File: config.mk
export PLATFORM = sky130hd
export DESIGN_NAME = capture_controller_flat
export DESIGN_NICKNAME = d
export VERILOG_FILES = /design/src/rtl/capture_controller_if.sv /design/src/rtl/capture_controller.sv /design/src/flat_wrapper.sv
export SDC_FILE = /design/constraint.sdc
export NUM_CORES = 1
export LEC_CHECK = 0
export BUFFER_PORTS_ARGS = -buffer_cell sky130_fd_sc_hd__buf_2
export CORE_AREA = 2 2 130 157
export CTS_CLUSTER_SIZE = 30
export DETAILED_ROUTE_END_ITERATION = 7
export DIE_AREA = 0 0 132 159
export PLACE_DENSITY = 0.6
export SETUP_SLACK_MARGIN = 0.15
export SLEW_MARGIN = 20
export SYNTH_ARGS = -nofsm -noshare
export SYNTH_HDL_FRONTEND = slang
export SYNTH_SLANG_ARGS = --single-unit
File: constraint.sdc
create_clock -name clk -period 2.5 [get_ports clk]
set_input_delay 0.25 -clock clk [delete_from_list [all_inputs] [get_ports clk]]
set_output_delay 0.25 -clock clk [all_outputs]
set_load 0.02 [all_outputs]
File: src/rtl/capture_controller_if.sv
// capture_controller_if
//   Write-side FIFO bus between the capture controller and the sample FIFO.
//   Signals:
//     fifo_din   [15:0] : write data, driven by the controller
//     fifo_wr_en        : one-cycle write strobe per word, driven by the controller
//     fifo_full         : FIFO full flag, driven by the FIFO
//   Modports:
//     master : controller side (drives din/wr_en, observes full)
//     slave  : FIFO side (observes din/wr_en, drives full)
interface capture_controller_if;
  logic [15:0] fifo_din;
  logic        fifo_wr_en;
  logic        fifo_full;

  modport master (
    output fifo_din,
    output fifo_wr_en,
    input  fifo_full
  );

  modport slave (
    input  fifo_din,
    input  fifo_wr_en,
    output fifo_full
  );
endinterface

File: src/rtl/capture_controller.sv
// capture_controller
//   Sequences sample acquisition into the sample FIFO, in the sampling clock
//   domain. A programmable divider paces sample ticks; each tick packs 16, 8
//   or 4 probe channels into the next slot of a 16-bit word. Completed words
//   pass through a one-word pending stage and are then written to the FIFO.
//   A full FIFO at word completion drops the word and parks the controller
//   in OVERFLOW until the next start.
//   Ports:
//     clk, rst_n       : sampling clock, async active-low reset
//     start, stop      : one-cycle control pulses (already synchronized)
//     divider          : tick every divider+1 clocks, latched on start
//     width_sel        : 00/11 = 16 ch, 01 = 8 ch, 10 = 4 ch, latched on start
//     probes           : probe inputs (already synchronized)
//     fifo             : FIFO write-side bus (master modport)
//     running          : high while capturing
//     overflow         : sticky dropped-word flag, cleared on start
//     sample_count     : saturating count of ticks since the last start
module capture_controller #(
  parameter int DIV_WIDTH = 24
) (
  input  logic                  clk,
  input  logic                  rst_n,
  input  logic                  start,
  input  logic                  stop,
  input  logic [DIV_WIDTH-1:0]  divider,
  input  logic [1:0]            width_sel,
  input  logic [15:0]           probes,
  capture_controller_if.master  fifo,
  output logic                  running,
  output logic                  overflow,
  output logic [31:0]           sample_count
);

  typedef enum logic [1:0] {
    ST_IDLE     = 2'b00,
    ST_RUN      = 2'b01,
    ST_FLUSH    = 2'b10,
    ST_OVERFLOW = 2'b11
  } state_e;

  // Latched channel mode, normalised so that 2'b11 is never stored.
  localparam logic [1:0] MODE_16 = 2'b00;
  localparam logic [1:0] MODE_8  = 2'b01;
  localparam logic [1:0] MODE_4  = 2'b10;

  state_e               state_q,        state_d;
  logic [DIV_WIDTH-1:0] div_q,          div_d;
  logic [DIV_WIDTH-1:0] cnt_q,          cnt_d;
  logic [1:0]           mode_q,         mode_d;
  logic [1:0]           slot_q,         slot_d;
  logic [15:0]          pack_q,         pack_d;
  logic [15:0]          pend_word_q,    pend_word_d;
  logic                 pend_vld_q,     pend_vld_d;
  logic [15:0]          fifo_din_q,     fifo_din_d;
  logic                 fifo_wr_en_q,   fifo_wr_en_d;
  logic                 running_q,      running_d;
  logic                 overflow_q,     overflow_d;
  logic [31:0]          sample_count_q, sample_count_d;

  logic                 tick_s;
  logic [15:0]          merged_s;
  logic [1:0]           last_slot_s;

  assign tick_s = (state_q == ST_RUN) && (cnt_q == {DIV_WIDTH{1'b0}});

  // Pack register with the current probe sample merged into the active slot.
  always_comb begin
    merged_s    = pack_q;
    last_slot_s = 2'd0;
    case (mode_q)
      MODE_8: begin
        merged_s[{slot_q[0], 3'b000} +: 8] = probes[7:0];
        last_slot_s                        = 2'd1;
      end
      MODE_4: begin
        merged_s[{slot_q, 2'b00} +: 4] = probes[3:0];
        last_slot_s                    = 2'd3;
      end
      default: begin
        merged_s    = probes;
        last_slot_s = 2'd0;
      end
    endcase
  end

  // Next-state logic for the capture FSM, pack/pending stages and outputs.
  always_comb begin
    state_d        = state_q;
    div_d          = div_q;
    cnt_d          = cnt_q;
    mode_d         = mode_q;
    slot_d         = slot_q;
    pack_d         = pack_q;
    pend_word_d    = pend_word_q;
    pend_vld_d     = 1'b0;
    running_d      = running_q;
    overflow_d     = overflow_q;
    sample_count_d = sample_count_q;

    // Output stage: a pending word completed on the previous edge goes out now.
    fifo_wr_en_d = pend_vld_q;
    if (pend_vld_q) begin
      fifo_din_d = pend_word_q;
    end else begin
      fifo_din_d = fifo_din_q;
    end

    case (state_q)
      ST_IDLE, ST_OVERFLOW: begin
        // stop has priority over start; overflow is left untouched by stop.
        if (stop) begin
          state_d = ST_IDLE;
        end else if (start) begin
          state_d        = ST_RUN;
          div_d          = divider;
          mode_d         = (width_sel == 2'b11) ? MODE_16 : width_sel;
          cnt_d          = {DIV_WIDTH{1'b0}};
          slot_d         = 2'd0;
          pack_d         = 16'h0000;
          running_d      = 1'b1;
          overflow_d     = 1'b0;
          sample_count_d = 32'h0000_0000;
        end else begin
          state_d = state_q;
        end
      end

      ST_RUN: begin
        if (stop) begin
          // A tick coinciding with stop is discarded.
          running_d = 1'b0;
          if (slot_q == 2'd0) begin
            state_d = ST_IDLE;
          end else begin
            state_d = ST_FLUSH;
          end
        end else begin
          if (cnt_q == div_q) begin
            cnt_d = {DIV_WIDTH{1'b0}};
          end else begin
            cnt_d = cnt_q + {{(DIV_WIDTH-1){1'b0}}, 1'b1};
          end

          if (tick_s) begin
            if (sample_count_q != 32'hFFFF_FFFF) begin
              sample_count_d = sample_count_q + 32'd1;
            end else begin
              sample_count_d = sample_count_q;
            end

            if (slot_q == last_slot_s) begin
              // Word complete: full is only consulted on this edge.
              slot_d = 2'd0;
              pack_d = 16'h0000;
              if (fifo.fifo_full) begin
                state_d    = ST_OVERFLOW;
                running_d  = 1'b0;
                overflow_d = 1'b1;
              end else begin
                pend_word_d = merged_s;
                pend_vld_d  = 1'b1;
              end
            end else begin
              pack_d = merged_s;
              slot_d = slot_q + 2'd1;
            end
          end else begin
            pack_d = pack_q;
          end
        end
      end

      ST_FLUSH: begin
        // Unfilled slots of pack_q are already zero.
        state_d = ST_IDLE;
        slot_d  = 2'd0;
        pack_d  = 16'h0000;
        if (fifo.fifo_full) begin
          overflow_d = 1'b1;
        end else begin
          pend_word_d = pack_q;
          pend_vld_d  = 1'b1;
        end
      end

      default: begin
        state_d   = ST_IDLE;
        running_d = 1'b0;
      end
    endcase
  end

  // State and output registers.
  always_ff @(posedge clk or negedge rst_n) begin
    if (!rst_n) begin
      state_q        <= ST_IDLE;
      div_q          <= {DIV_WIDTH{1'b0}};
      cnt_q          <= {DIV_WIDTH{1'b0}};
      mode_q         <= MODE_16;
      slot_q         <= 2'd0;
      pack_q         <= 16'h0000;
      pend_word_q    <= 16'h0000;
      pend_vld_q     <= 1'b0;
      fifo_din_q     <= 16'h0000;
      fifo_wr_en_q   <= 1'b0;
      running_q      <= 1'b0;
      overflow_q     <= 1'b0;
      sample_count_q <= 32'h0000_0000;
    end else begin
      state_q        <= state_d;
      div_q          <= div_d;
      cnt_q          <= cnt_d;
      mode_q         <= mode_d;
      slot_q         <= slot_d;
      pack_q         <= pack_d;
      pend_word_q    <= pend_word_d;
      pend_vld_q     <= pend_vld_d;
      fifo_din_q     <= fifo_din_d;
      fifo_wr_en_q   <= fifo_wr_en_d;
      running_q      <= running_d;
      overflow_q     <= overflow_d;
      sample_count_q <= sample_count_d;
    end
  end

  assign fifo.fifo_din   = fifo_din_q;
  assign fifo.fifo_wr_en = fifo_wr_en_q;
  assign running         = running_q;
  assign overflow        = overflow_q;
  assign sample_count    = sample_count_q;

endmodule

File: src/flat_wrapper.sv
// flat-port wrapper written by rule: the top's interface ports become plain ports
module capture_controller_flat 
#(
  parameter int DIV_WIDTH = 24
)
  (clk, rst_n, start, stop, divider, width_sel, probes, running, overflow, sample_count, fifo_fifo_din, fifo_fifo_wr_en, fifo_fifo_full);
  capture_controller_if fifo_i ();
  input  logic clk;
  input  logic rst_n;
  input  logic start;
  input  logic stop;
  input  logic [DIV_WIDTH-1:0] divider;
  input  logic [1:0] width_sel;
  input  logic [15:0] probes;
  output logic running;
  output logic overflow;
  output logic [31:0] sample_count;
  output wire logic [$bits(fifo_i.fifo_din)-1:0] fifo_fifo_din;
  output wire logic [$bits(fifo_i.fifo_wr_en)-1:0] fifo_fifo_wr_en;
  input wire logic [$bits(fifo_i.fifo_full)-1:0] fifo_fifo_full;
  assign fifo_fifo_din = fifo_i.fifo_din;
  assign fifo_fifo_wr_en = fifo_i.fifo_wr_en;
  assign fifo_i.fifo_full = fifo_fifo_full;
  capture_controller #(.DIV_WIDTH(DIV_WIDTH)) u_core (.clk(clk), .rst_n(rst_n), .start(start), .stop(stop), .divider(divider), .width_sel(width_sel), .probes(probes), .fifo(fifo_i), .running(running), .overflow(overflow), .sample_count(sample_count));
endmodule
# --- After elaboration in Yosys (flattened, before gate mapping) ---
# Index checks and enable logic that the tools add are counted.
totals:
  regBits: 138
classes:
  n_addsub: 5
  shift: 4
  bitwise: 1
  n_reduce_logical: 15
  n_eq_ne: 21
  n_mux: 61
ops:
  columns: ["operator", "count"]
  rows:
  - ["$mux 16", 10]
  - ["$mux 32", 5]
  - ["$mux 24", 4]
  - ["$pmux 16 s2", 2]
  - ["$pmux 32 s2", 1]
  - ["$pmux 16 s3", 1]
  - ["$pmux 24 s2", 1]
  - ["$add 32x1->32 const B", 1]
  - ["$bwmux 16", 2]
  - ["$ne 32x32->1 const B", 1]
  - ["$mux 2", 13]
  - ["$add 24x1->24 const B", 1]
  - ["$eq 24x24->1", 1]
  - ["$logic_not 24->1", 1]
  - ["$reduce_and 6->1", 3]
  - ["$mux 1", 16]
  - ["$shift 4x6->16 const A", 1]
  - ["$shift 8x6->16 const A", 1]
  - ["$shiftx 4x6->16", 1]
  - ["$shiftx 8x6->16", 1]
  - ["$ne 2x2->1 const B", 7]
  - ["$neg 4->6", 2]
  - ["$pmux 2 s3", 2]
  - ["$reduce_and 4->1", 3]
  - ["other kinds (17)", 26]

# --- Logic depth before layout (Yosys ltp) ---
# Gate-level depths: netlist of run 1.
logic_depth:
  ltp_word: 9
  depth_mapped: 11

# --- Least setup slack after synthesis of run 1 ---
# No wires, ideal clock.
synth_timing:
  path_kind: "register to register"
  startpoint: "register u_core.sample_count_q[6], in the netlist u_core.sample_count[6]"
  endpoint: "register u_core.sample_count_q[31], in the netlist u_core.sample_count[31]"
  setup_slack_ns: 0.059
  path_stages_with_launch: 9
  synth_period_minus_slack_ns: 2.441
  t_required_ns: 2.369
  path_buffers: 2
  arrival_ns: 2.310
  cell_sequence: "dfrtp_1 -> nand4_1 -> or4_1 -> or4b_4 -> a21o_1 -> buf_6 -> buf_8 -> nand4b_2 -> o211ai_2"
synth_via:
  elab_chain_cells: 5
  word_cells_on_any_way: 8
  classes_between: "add/sub: 1; eq/ne: 2; mux: 4; reduce/logical: 1"
synth_lines:
  columns: ["item", "line_no", "source"]
  rows:
  - ["start: declaration", "capture_controller.sv:58", "logic [31:0] sample_count_q, sample_count_d;"]
  - ["start signal: assignment", "capture_controller.sv:222", "sample_count_q <= sample_count_d;"]
  - ["$add 32x1->32", "capture_controller.sv:146", "sample_count_d = sample_count_q + 32'd1;"]
  - ["$mux 32", "capture_controller.sv:145", "if (sample_count_q != 32'hFFFF_FFFF) begin"]
  - ["$mux 32", "capture_controller.sv:144", "if (tick_s) begin"]
  - ["$mux 32", "capture_controller.sv:129", "if (stop) begin"]
  - ["$pmux 32 s2", "capture_controller.sv:108", "case (state_q)"]
# Parallel ways exist; a longest one is shown, timed or not. The select of a mux whose other input is x is not followed.
# A chain may end at the register's enable or synchronous reset.

# --- Worst setup path in the final report of run 1 ---
layout_timing:
  startpoint: "register u_core.sample_count_q[16], in the netlist u_core.sample_count[16]"
  endpoint: "register u_core.sample_count_q[8], in the netlist u_core.sample_count[8]"
layout_via:
  elab_chain_cells: 3
layout_lines:
  columns: ["item", "line_no"]
  rows:
  - ["$ne 32x32->1", "capture_controller.sv:145"]
  - ["$ne 2x2->1 (no source line)", null]
  - ["$reduce_and 6->1 (no source line)", null]
# No other way between the ends.

==> impl_metrics.tcl, run 1 <==
set metrics [dict create \
    status "completed" \
    overflow 0 \
    routedWlPerCell_microns 16.0 \
    antennaDiodeCount 0 \
    yosys_most_used_dff "dfrtp_1" \
    tritoncts "done" \
    cellPowerDensity_mw_per_mm2 1140 \
    post-route-period-util_pct 95.7 \
    drtIter0Drc 358 \
    multi_input_area_sq_mm 0.00408 \
    synth-edff-count 0 \
    stdcell_area_sq_mm 0.00984 \
    critPathBufInv 3 \
    hpwlAfterDp_mm 13.5 \
    crit_chain "nand2_1 > or4_1 > or4b_4 > a21oi_4 > buf_6 > buf_12 > clkbuf_16 > nand2_1 > nand3_1" \
    place_ws_ps 36.2 \
    rows 56 \
    max_stage_delay_ps 540 \
    setup_viol_count_final 0 \
    clkPwrFrac_pct 22.4 \
    critical-path-slowest-cell "or4b_4" \
    p_leak_nw 4.57 \
    clock.fmax_mhz 418 \
    pwr-share-comb_pct 46.4 \
    clk_latency_ps 430 \
    grt_pass1_wl_mm 32.7 \
    cts.clk_slew.worst_paths_ps 60 \
    cts_made_buffers 17 \
    start_util_pct 39.7 \
    path_delay_family "simple AND/OR/NAND/NOR gates" \
    die_y_microns 159 \
    tightestPinTransition_ps 690 \
    critPathCaptureType "flip-flop" \
    track_usage_pct 19.2 \
    p_total_mw 11.2 \
    cts_sinks 138 \
    dpl_cell_area_sq_mm 0.00883 \
    vdd_ir_drop_max_v 0.000570 \
    antenna_found_initial 1 \
    hold_viol_final 0 \
    core_area_sq_mm 0.0194 \
    final.setup_skew_ps 8.96 \
    p_sw_mw 4.46 \
    fin_setup_tns_ps 0 \
    start_kind "flip-flop" \
    switching_share_pct 39.9 \
    slew_headroom_pct 54.0 \
    hp-class "in2reg" \
    netlist_instances 804 \
    ys_warn_count 0 \
    io_pins 98 \
    fin_ws_ps 108 \
    worstPathArrival_ps 2760 \
    fin_crit_ps 2390 \
    place_congestion 0.830 \
    first_pass_iters 5 \
    routed_wl_mm 19.6 \
    ys_ff_latch 138 \
    rsz0062_at_grt "true" \
    ys_seq_area_share_pct 44.9 \
    root_buffer "clkbuf_16" \
    htree_levels 4 \
    final_util_pct 50.7 \
    yosysUniqueCellTypes 61 \
    mostFrequentLayoutCell "dfrtp_1" \
    clk_path_buf_depth 2 \
    syn2layout_area_growth_pct 27.8 \
    die_w_microns 132 \
    pwr-share-seq_pct 31.2 \
    dr_total_vias 6526 \
    critPathRequiredTime_ps 2870 \
    grt_pass1_vias 6392 \
    ff_latch_area_sq_mm 0.00346 \
    drv_slew 0 \
    grt_max_degree 57 \
    p_int_mw 6.72 \
    fin_nets 1010 \
    post_drt_via_cell_ratio 5.33 \
    mostFrequentLayoutCells "132 x dfrtp_1, 96 x buf_2, 80 x nand2_1, 59 x buf_4, 53 x nor2_1" \
    fill_cells 1838 \
    port_buffers 97 \
    async_flop_share_pct 100 \
    synthesis.area_sq_mm 0.00770 \
    cpMostUsedCell "nand2_1" \
    drive_gt1_share_pct 31.1 \
    synth_nets 863 \
    crit_fanout 9 \
    drc 0 \
    syn_avg_cell_area_sq_um 9.58 \
    ant_nets 0 \
    worstSetupPathType "reg2reg" \
    cap_violations 0 \
    die_area_sq_mm 0.0210 \
]
==> registers in the layout, summed over array words and instances, names as in the netlist <==
name and count:
u_core.sample_count 32, u_core.cnt_q 24, u_core.div_q 24, u_core.fifo.fifo_din 16, u_core.pack_q 16, u_core.pend_word_q 16
u_core.mode_q 2, u_core.slot_q 2, u_core.state_q 2, u_core.fifo.fifo_wr_en 1, u_core.fifo_wr_en_d 1, u_core.overflow 1
u_core.running 1
==> cell families after synthesis <==
logic type	synth area share, %
simple gates	21.5
compound gates	15.1
flops	44.9
buf+inv	4.73
mux	7.15
xor+xnor	4.66
fa+ha+maj	1.95
==> stage by stage <==
step,hold WS [ps],cells
6_report,44.8,1225
5_1_grt,29.5,1225
4_1_cts,28.2,1218
3_5_place_dp,266,1177
3_3_place_gp,264,1177
2_1_floorplan,-45.6,804
==> Yosys cell counts, drive strengths merged (2+ instances only) <==
cell	number	share of area, %
nor2b	11	0.89
mux2i	10	1.3
nand2b	5	0.41
nor4b	4	0.54
nand4	18	1.5
mux2	40	5.9
dfrtp	138	45
nand4b	10	1.6
o22a	2	0.23
or4	15	1.5
buf	14	1.3
a211o	2	0.23
and2	4	0.32
and3	3	0.24
a221o	5	0.65
nand3	51	3.3
nand3b	2	0.19
a21oi	26	1.7
nor4	14	1.1
o211ai	19	2.5
xnor2	19	2.2
nor2	55	2.7
and4	4	0.46
a221oi	4	0.46
o21a	6	0.59
and3b	2	0.23
xor2	22	2.5
inv	39	1.9
a31oi	3	0.24
nor3b	2	0.19
o22ai	9	0.73
o211a	2	0.26
ha	12	2.0
a21o	10	0.98
o32ai	5	0.57
nand2	95	4.6
nor3	12	0.85
clkbuf	30	1.5
o21ai	41	2.7
or3	3	0.24
a22o	18	2.0
a22oi	8	0.78
==> worst reg2reg max path, stage by stage, from the launching register on <==
cell,delay [ps]
dfrtp_1,460
nand2_1,110
or4_1,500
or4b_4,540
a21oi_4,190
buf_6,120
buf_12,110
clkbuf_16,150
nand2_1,60
nand3_1,80
==> power groups by stage <==
stage / clock [mW] / sequential [mW] / combinational (mW)
final: 2.50 / 3.49 / 5.19
after global routing: 2.67 / 3.59 / 5.70
after CTS: 2.55 / 3.47 / 4.85
after detailed placement: 0 / 3.51 / 4.54
after global placement: 0 / 3.48 / 4.48
after floorplan: 0 / 3.75 / 2.80
==> metal layers <==
metal	track usage (%)	vias up	routed length (microns)
met1	24.8	3154	8760
met4	6.72	2	336
met5	0	-	7
met2	31.7	138	9580
met3	4.11	27	872
li1	-	3205	-
==> final timing paths <==
kind,start,end,slack (ps),cells past startpoint
worst max register to register,u_core.sample_count[16]$_DFFE_PN0P_,u_core.sample_count[8]$_DFFE_PN0P_,110,9
min in group asynchronous,rst_n,u_core.fifo.fifo_din[8]$_DFFE_PN0P_,360,2
worst min register to register,u_core.pend_word_q[13]$_DFFE_PN0P_,u_core.pend_word_q[13]$_DFFE_PN0P_,490,1
worst max-delay path,u_core.sample_count[16]$_DFFE_PN0P_,u_core.sample_count[8]$_DFFE_PN0P_,110,9
max in group asynchronous,rst_n,u_core.sample_count[28]$_DFFE_PN0P_,1470,3
worst min-delay path,divider[5],u_core.div_q[5]$_DFFE_PN0P_,40,2
==> layout make-up <==
class / count / share of cell area [%]
Clock buffer: 18 / 4.36
Inverter: 40 / 1.53
Clock inverter: 14 / 1.50
Sequential cell: 138 / 35.2
Timing Repair Buffer: 172 / 12.7
Tap cell: 261 / 3.32
Multi-Input combinational cell: 582 / 41.4
==> what timing repair did <==
action,CTS,global route
setup buffers,6,4
gates resized for setup,8,42
endpoints found under the hold margin,53,0
cloned,2,3
endpoints found under the setup margin,29,57
hold buffers,1,0
pin swaps,4,10
Note: power is estimated with default switching activity, not from simulation.
==> inputs of run 2 (changes only) <==
- PLACE_DENSITY: 0.6 -> 0.58
- clock period: 2.5 -> 2.32 ns (I/O delays scaled with it)
==> impl_metrics.tcl, run 2 (synthesized netlist as in run 1, its figures left out) <==
set metrics [dict create \
    slew_headroom_pct 51.5 \
    met1_length_mm 9.35 \
    top_layer "met5" \
    antennaDiodeCount 0 \
    clk_path_buf_depth 2 \
    place_congestion 0.800 \
    start_util_pct 39.7 \
    post-route-period-util_pct 101 \
    die_area_sq_mm 0.0210 \
    syn2layout_area_growth_pct 35.6 \
    max_stage_delay_ps 550 \
    grt_pass1_wl_mm 33.7 \
    cts_made_buffers 17 \
    tightestPinTransition_ps 727 \
    overflow 0 \
    fin_setup_tns_ps -72.5 \
    dr_wl_met2_mm 10.7 \
    post_drt_via_cell_ratio 5.39 \
    crit_chain "nand4_1 > or4_4 > or4b_4 > a21oi_4 > buf_12 > buf_8 > nand2_1 > o211ai_2" \
    critPathBufInv 2 \
    p_total_mw 12.9 \
    die_w_microns 132 \
    status "complete, but fails checks" \
    critical-path-slowest-cell "or4_4" \
    drv_slew 0 \
    first_pass_iters 5 \
    cp-startpoint "u_core.sample_count[7]$_DFFE_PN0P_" \
    hold_viol_final 0 \
    mostFrequentLayoutCell "dfrtp_1" \
    cts.clk_slew.worst_paths_ps 70 \
    ant_nets 0 \
    drtIter0Drc 415 \
    clk_latency_ps 430 \
    grt_max_degree 49 \
    setup_viol_count_final 9 \
    worstSetupPathType "reg2reg" \
    tritoncts "done" \
    r2r_setup_slack_ps -20 \
    antenna_found_initial 1 \
    root_buffer "clkbuf_16" \
    fin_nets 1044 \
    port_buffers 97 \
    drc 0 \
    violations "setup timing" \
    hpwlAfterDp_mm 14.0 \
    rows 56 \
    cap_violations 0 \
    p_leak_nw 4.78 \
    final_util_pct 53.8 \
    core_area_sq_mm 0.0194 \
    track_usage_pct 19.7 \
    io_pins 98 \
    rsz0062_at_grt "true" \
    worstPathArrival_ps 2680 \
    mostFrequentLayoutCells "132 x dfrtp_1, 96 x buf_2, 94 x nand2_1, 88 x buf_4, 48 x nand3_1" \
    dr_total_vias 6780 \
    routed_wl_mm 21.0 \
    timing.rr.start "u_core.sample_count[7]$_DFFE_PN0P_" \
    htree_levels 4 \
    path_delay_family "simple AND/OR/NAND/NOR gates" \
    fin_ws_ps -17.0 \
    drive_gt1_share_pct 36.9 \
    cellPowerDensity_mw_per_mm2 1240 \
    hp-class "in2reg" \
    die_y_microns 159 \
    crit_fanout 13 \
    hold_start "divider[16]" \
    vdd_ir_drop_max_v 0.000718 \
    critPathCaptureType "flip-flop" \
    fin_crit_ps 2340 \
    routedWlPerCell_microns 16.7 \
    critPathRequiredTime_ps 2670 \
    start_kind "flip-flop" \
    final.setup_skew_ps 9.99 \
    cts_sinks 138 \
    largest_reg_flops 32 \
    grt_pass1_vias 6600 \
    fill_cells 1809 \
    wl_met3_microns 676 \
    clock.fmax_mhz 428 \
]
[run 2: per-layer routing]
metal | GRT usage (%) | up-vias
met2 | 33.2 | 119
met4 | 6.23 | 2
li1 | - | 3276
met1 | 25.4 | 3361
met3 | 3.88 | 22
met5 | 0 | -
[run 2: final timing paths]
kind	end	cells after the start
max	u_core.sample_count[29]$_DFFE_PN0P_	8
min	u_core.div_q[16]$_DFFE_PN0P_	2
max reg2reg	u_core.sample_count[29]$_DFFE_PN0P_	8
min reg2reg	u_core.pend_word_q[14]$_DFFE_PN0P_	1
max in group asynchronous	u_core.div_q[2]$_DFFE_PN0P_	3
min in group asynchronous	u_core.fifo.fifo_din[8]$_DFFE_PN0P_	2
[run 2: final cells by class]
cell class,instances,area (sq um),share of cell area [%]
well taps,261,327,3.13
multi-input cells,582,4360,41.8
flip-flops and latches,138,3460,33.2
clock buffers,20,447,4.28
clock inverters,12,165,1.58
inverters,40,150,1.44
repair buffers,206,1530,14.6
[run 2: report_power, final]
group          internal (mW)  switching [mW]
registers               3.18           0.545
logic                   2.92            3.43
clock network           1.74            1.11
total                   7.83            5.08
[run 2: stage by stage]
stage	worst slack, ps	cell area (sq um)	hold WS [ps]	instances
after detailed placement	-136	9130	209	1211
after CTS	-0.131	9970	6.31	1249
after global placement	-125	9130	209	1211
after global routing	-86.9	10400	13.6	1259
after floorplan	-31.2	7750	-63.6	804
final	-17.0	10400	25.6	1259
[run 2: worst reg2reg max path, stage by stage (launching register included)]
cell and delay, ps:
dfrtp_2 350, nand4_1 160, or4_4 550, or4b_4 530, a21oi_4 220, buf_12 170
buf_8 140, nand2_1 70, o211ai_2 70
[run 2: timing repair]
item	CTS	global route
gates resized for setup	27	75
pin swaps	8	33
cloned	2	3
setup endpoints to repair	81	89
setup buffers	3	7
hold buffers	1	0
endpoints found under the hold margin	44	0
